<file path="src/rtl/run_detector.sv">
// rtl/run_detector.sv - run-length detector with optional event counter (RUN_DETECT_EVCNT_EN)
module run_detector #(
  parameter int RUN_LEN = 8,
  parameter int EVCNT_W = 16
) (
  input  logic               clk,
  input  logic               areset_n,
  input  logic               en,
  input  logic               din,
  input  logic               polarity,
  input  logic               mode,
  input  logic               ev_clr,
  output logic               pulse,
  output logic               active,
  output logic [7:0]         run_cnt
`ifdef RUN_DETECT_EVCNT_EN
  ,
  output logic [EVCNT_W-1:0] ev_cnt
`endif
);

  typedef enum logic [1:0] {
    IDLE  = 2'd0,
    COUNT = 2'd1,
    HOLD  = 2'd2
  } state_t;

  localparam logic [8:0] RUN_LEN_9 = 9'(RUN_LEN);
  localparam logic [7:0] RUN_LEN_8 = 8'(RUN_LEN);

  state_t      state_q, state_d;
  logic [7:0]  run_q, run_d;
  logic        pulse_q, pulse_d;
  logic [8:0]  run_inc;
  logic        match;

  assign match   = (din == polarity);
  assign run_inc = {1'b0, run_q} + 9'd1;

  // Next-state, next run length and detection strobe for the accepted sample
  always_comb begin
    state_d = state_q;
    run_d   = run_q;
    pulse_d = 1'b0;
    case (state_q)
      IDLE, COUNT: begin
        if (en) begin
          if (!match) begin
            state_d = IDLE;
            run_d   = '0;
          end else if (run_inc < RUN_LEN_9) begin
            state_d = COUNT;
            run_d   = run_inc[7:0];
          end else begin
            // Terminal match: mode only matters here
            pulse_d = 1'b1;
            if (mode) begin
              state_d = COUNT;
              run_d   = '0;
            end else begin
              state_d = HOLD;
              run_d   = RUN_LEN_8;
            end
          end
        end
      end
      HOLD: begin
        if (en) begin
          if (!match) begin
            state_d = IDLE;
            run_d   = '0;
          end else begin
            state_d = HOLD;
            run_d   = RUN_LEN_8;
          end
        end
      end
      default: begin
        state_d = IDLE;
        run_d   = '0;
      end
    endcase
  end

  // State, run length and strobe registers
  always_ff @(posedge clk or negedge areset_n) begin
    if (!areset_n) begin
      state_q <= IDLE;
      run_q   <= '0;
      pulse_q <= 1'b0;
    end else begin
      state_q <= state_d;
      run_q   <= run_d;
      pulse_q <= pulse_d;
    end
  end

  assign pulse   = pulse_q;
  assign run_cnt = run_q;
  assign active  = (state_q != IDLE);

`ifdef RUN_DETECT_EVCNT_EN
  logic [EVCNT_W-1:0] ev_q;

  // Saturating detection counter; clear wins over a simultaneous increment
  always_ff @(posedge clk or negedge areset_n) begin
    if (!areset_n) begin
      ev_q <= '0;
    end else if (ev_clr) begin
      ev_q <= '0;
    end else if (pulse_d && (ev_q != {EVCNT_W{1'b1}})) begin
      ev_q <= ev_q + EVCNT_W'(1);
    end
  end

  assign ev_cnt = ev_q;
`else
  logic ev_clr_unused;
  assign ev_clr_unused = ev_clr;
`endif

endmodule

</file>
<file path="config.mk">
export PLATFORM = sky130hd
export DESIGN_NAME = run_detector
export DESIGN_NICKNAME = d
export VERILOG_FILES = /design/src/rtl/run_detector.sv
export SDC_FILE = /design/constraint.sdc
export NUM_CORES = 1
export LEC_CHECK = 0
export BUFFER_PORTS_ARGS = -buffer_cell sky130_fd_sc_hd__buf_2
export CAP_MARGIN = 40
export CORE_AREA = 2 2 39 41
export CTS_BUF_LIST = sky130_fd_sc_hd__clkbuf_8
export CTS_CLUSTER_DIAMETER = 150
export DETAILED_ROUTE_END_ITERATION = 12
export DIE_AREA = 0 0 41 43
export SETUP_SLACK_MARGIN = 0.4
export SYNTH_ARGS = -nofsm -noshare
export SYNTH_HDL_FRONTEND = slang
export SYNTH_SLANG_ARGS = --single-unit
</file>
<file path="constraint.sdc">
create_clock -name clk -period 4.28 [get_ports clk]
set_clock_uncertainty 0.1 [all_clocks]
set_input_delay 0.856 -clock clk [delete_from_list [all_inputs] [get_ports clk]]
set_output_delay 0.856 -clock clk [all_outputs]
set_load 0.05 [all_outputs]
</file>
==> metrics, run 1 <==
outcome=finished, final reports clean; Worst-Margin Slew=0.672 ns; GRT Total Usage=14.3%; Clk Latency, worst-skew pair=0.23 ns; routed wire length=964 microns; most common flop cell mapped by yosys=dfrtp_1; Leakage=0.338 nW; die area=0.00176 sq mm; Final period util=48.8%; Hold WS=0.383 ns; final slew viol count=0; synthesized flop and latch total=11; Port-buffer cells=15; # hold bufs at CTS=0; Synth top area share=54.7%; Startpoint Class=register; CTS resizes=0; commonest non-fill, non-tap cell in the layout=buf_2; max-cap viol count=0; number of top-level pins=17; Wirelength per Cell=12.5 microns; RSZ-0062 raised after global routing=no; Post-synth ARST share=100%; Hold Fails Final Rpt=0; Post-CTS Setup Repair Bufs=0; Cells after Synth=42; top post-synthesis cells by area=dfrtp_1 (55%), and2_1 (3.7%), a2111oi_2 (3.0%); fill count=138; Power Dens Cells=419 mW/mm^2; drt first pass iters=2; complex-gate fraction of the synthesized area=18.4%; HPWL after DPL=734 microns; post-route cell area=643 sq um; Final setup viols=0; TritonCTS Buffers=3; synthesis-to-finish area growth=27.9%; initial antenna violation count=0; largest net degree at the start of global routing=12; Vias=385; Post-Synth Simple-Gate Area=19.7%; Bufs on Longest Clock Path=2; Fmax=0.478 GHz; deepest level of the CTS H-tree=1; core area=0.00138 sq mm; DRC=0; Synth Net Count=50; CP max FO=4; worst endpoint data arrival time=1.13 ns; Post-Syn Area=503 sq um; global route overflow=0; kind of critical path=register to output pin; post-synth cell types=26; adder-cell share of the synthesized area=2.49%; First DRT Iteration DRCs=1; sequential area share after synthesis=54.7%; vias in the first global route=383; starting density of the core=36.3%; dpl cells=73; Final ANT Viol Nets=0; first-pass GRT wire length=1670 microns; FP Rows=14; clock root cell=clkbuf_8; largest family of logic cells by synthesized area=simple AND/OR/NAND/NOR gates; total power draw=269 uW; RePlAce Congestion=0.678; R2R setup slack=2.58 ns; HP Class=input pin to async pin; Die Y=43 microns; xor/xnor share of the synthesized area=1.74%; Worst slew margin=55.2%; Syn Area/Cell=12.0 sq um; most frequent cells in the layout=buf_2 (15), dfrtp_1 (11), and2_1 (3), clkbuf_8 (3); Vias/cell=5.00; share of cells above drive strength 1=41.0%; Final TNS setup=0 ns; largest area contributor in the netlist=dfrtp_1; critical path required time=3.32 ns; diode count=0; post-layout min period=2.09 ns; Nets=70; non-filler instance count after layout=77; TritonCTS clock tree=built; Synth Warn #=0; crit end category=output pin; maximum vdd drop=0.000261 V; Reg clk slew, reported paths=0.05 ns; mux contribution to synthesized area=2.24%; Die Span X=41 microns; Clock Sinks=11; DP Area=598 sq um; EDFF count, synth=0
final cells by class:
cell class / count / area (sq um) / share of cell area, %
clock buffer: 3 / 41.3 / 6.42
clock inverter: 1 / 3.75 / 0.584
inverter: 1 / 3.75 / 0.584
multi-input combinational: 30 / 224 / 34.8
sequential: 11 / 275 / 42.8
tap: 16 / 20.0 / 3.11
timing repair buffer: 15 / 75.1 / 11.7
final timing paths:
kind / start / to / depth (start not counted)
setup / recovery: state_q[0] / active / 2
hold / removal: areset_n / state_q[0] / 1
setup reg to reg: run_cnt[0] / state_q[0] / 5
hold reg to reg: run_cnt[7] / run_cnt[7] / 1
max in group asynchronous: areset_n / run_cnt[1] / 1
min in group clk: run_cnt[7] / run_cnt[7] / 1
worst max-delay path, stage by stage, from the launching register on:
cell     delay, ns
dfrtp_1       0.40
or2_2         0.29
buf_2         0.21
where the power goes:
| part | switching, mW | internal (mW) |
|---|---|---|
| Clock | 0.0344 | 0.0626 |
| Sequential | 0.00776 | 0.111 |
| Combinational | 0.0372 | 0.0169 |
stage by stage:
step,setup slack (ns),util [%]
global route,2.16,46.5
floorplan,2.37,-
finish,2.19,46.5
CTS,2.19,46.5
global placement,2.12,43.2
detailed placement,2.10,43.2
state kept, by name (all words and copies together) (netlist names):
register and cells:
state_q 2, run_cnt 8, pulse 1
synthesized netlist by cell type, types with 2 or more instances:
library cell	count
nand2b_1	2
nor2b_1	2
and2_1	3
nor2_1	2
dfrtp_1	11
o31ai_1	2
per-layer routing:
layer	part of all wire, %	wire, microns	GRT usage, %	vias to the layer above
met3	5.3	51	3.14	2
met2	49	472	20.0	9
met1	45	430	19.9	180
met5	0	0	0	-
li1	-	-	-	194
met4	1.0	10	8.00	0
logic make-up (layout without fill, tap and decap cells):
logic type | Yosys count | count (layout)
and+or+nand+nor | 16 | 16
AOI/OAI and AO/OA | 11 | 11
DFF | 11 | 11
adders and majority gates | 1 | 1
xor gates and xnor gates | 1 | 1
muxes | 1 | 1
buffers and inverters | 1 | 20
No activity file was read; power rests on OpenSTA's default activity.
==> run 2, diff against run 1 <==
Settings changed: PLACE_DENSITY set to 0.65.
Clock period 4.28 ns to 1.9 ns, I/O delays scaled along.
==> metrics, run 2 (synthesized netlist as in run 1, its figures left out) <==
Hold WS=0.270 ns (-0.114 ns); Worst slew margin=79.6% (+24 points); Power Dens Cells=863 mW/mm^2 (+110%); core area=0.00138 sq mm (unchanged); diode count=0 (unchanged); reg2reg end=run_cnt[2]; Clk Latency, worst-skew pair=0.23 ns (about the same); Die Span X=41 microns (unchanged); HP Class=input pin to register; Final TNS setup=0 ns (unchanged); RePlAce Congestion=0.716 (+5.6%); most frequent cells in the layout=buf_2 (14), dfrtp_2 (6), buf_4 (5), dfrtp_1 (5); Port-buffer cells=15 (unchanged); Reg2Reg Depth=3 (-2); Clock Sinks=11 (unchanged); CP max FO=3 (-1); HPWL after DPL=731 microns (-0.46%); deepest level of the CTS H-tree=1 (unchanged); Hold Path Sink=run_cnt[3]; RSZ-0062 raised after global routing=yes; synthesis-to-finish area growth=51.5%; Die Y=43 microns (unchanged); Vias/cell=4.89 (-2.2%); max-cap viol count=0 (unchanged); critical path required time=1.97 ns (-1.35 ns); commonest non-fill, non-tap cell in the layout=buf_2; Vias=406 (+5.5%); Final period util=80.9%; share of cells above drive strength 1=59.7% (+19 points); largest net degree at the start of global routing=12 (unchanged); maximum vdd drop=0.000495 V (+89%); outcome=finished, final reports clean; number of top-level pins=17 (unchanged); dpl cells=74 (+1.4%); Reg clk slew, reported paths=0.05 ns (about the same); non-filler instance count after layout=83 (+7.8%); Final setup viols=0 (unchanged); Worst-Margin Slew=0.305 ns (-0.368 ns); first-pass GRT wire length=1880 microns (+13%); post-route setup slack=0.363 ns (-1.83 ns); drt first pass iters=4 (+2); First DRT Iteration DRCs=4 (+3); kind of critical path=register to register; Wirelength per Cell=12.6 microns (+0.66%); TritonCTS clock tree=built; initial antenna violation count=0 (unchanged); hold_sp=mode; starting density of the core=36.3% (unchanged); Fmax=0.650 GHz; Leakage=0.363 nW (+7.3%); Nets=76 (+8.6%); FP Rows=14 (unchanged); vias in the first global route=435 (+14%); R2R setup slack=0.36 ns (-2.22 ns); worst r2r src=run_cnt[6]; worst hold path depth=2; max reg flops=8 (unchanged); GRT Total Usage=15.7% (+1.4 points); global route overflow=0 (unchanged); TritonCTS Buffers=3 (unchanged); crit end category=register; routed wire length=1050 microns (+8.5%); total power draw=657 uW (+140%); Placement Setup Slack=0.207 ns (-1.89 ns); post-layout min period=1.54 ns; clock root cell=clkbuf_8; final slew viol count=0 (unchanged); Final ANT Viol Nets=0 (unchanged); Bufs on Longest Clock Path=2 (unchanged); Hold Fails Final Rpt=0 (unchanged); DRC=0 (unchanged); worst endpoint data arrival time=1.61 ns (+0.48 ns); Startpoint Class=register; die area=0.00176 sq mm (unchanged)
[run 2: critical path, stage by stage, from the launching register on]
cell       delay [ns]
dfrtp_2          0.41
or4_4            0.58
a2111oi_4        0.28
a21o_1           0.12
[run 2: area by class of cell]
type | instances | area [sq um]
Clock buffer | 3 | 41.3
Clock inverter | 1 | 3.75
Fill cell | 127 | 622
Inverter | 1 | 3.75
Multi-Input combinational cell | 30 | 278
Sequential cell | 11 | 283
Tap cell | 16 | 20.0
Timing Repair Buffer | 21 | 133
[run 2: report_power, final]
group,switching [mW],total (mW),internal [mW]
clock,0.0783,0.219,0.141
sequential,0.0245,0.276,0.251
combinational,0.0942,0.162,0.0682
[run 2: worst max path at each step]
| stage | start | end | slack (ns) | cells after the start |
|---|---|---|---|---|
| 2_1_floorplan | run_cnt[5] | run_cnt[1] | 0.29 | 3 |
| 3_3_place_gp | polarity | run_cnt[2] | 0.19 | 5 |
| 3_5_place_dp | polarity | run_cnt[2] | 0.21 | 5 |
| 4_1_cts | run_cnt[5] | run_cnt[1] | 0.37 | 3 |
| 5_1_grt | run_cnt[1] | run_cnt[1] | 0.29 | 5 |
| 6_report | run_cnt[6] | run_cnt[2] | 0.36 | 3 |
[run 2: per-stage QoR]
step | util (%) | area, sq um
final | 55.1 | 762
after detailed placement | 47.0 | 651
after CTS | 53.5 | 741
after global routing | 55.1 | 762
after global placement | 47.0 | 651
after floorplan | - | 548
[run 2: metal layers]
metal	vias to the layer above	wire length (microns)	global-route usage, %	part of all wire [%]
met5	-	0	0	0
met4	0	0	8.00	0
met3	0	49	3.14	4.7
met2	12	528	21.3	50
met1	190	468	23.2	45
li1	204	-	-	-
[run 2: repair_timing]
action | CTS | global route
pin swaps | 1 | 5
gates resized for setup | 4 | 2
gates cloned | 0 | 0
hold endpoints to repair | 11 | 0
hold buffers | 1 | 0
endpoints found under the setup margin | 7 | 8
buffers inserted | 3 | 1
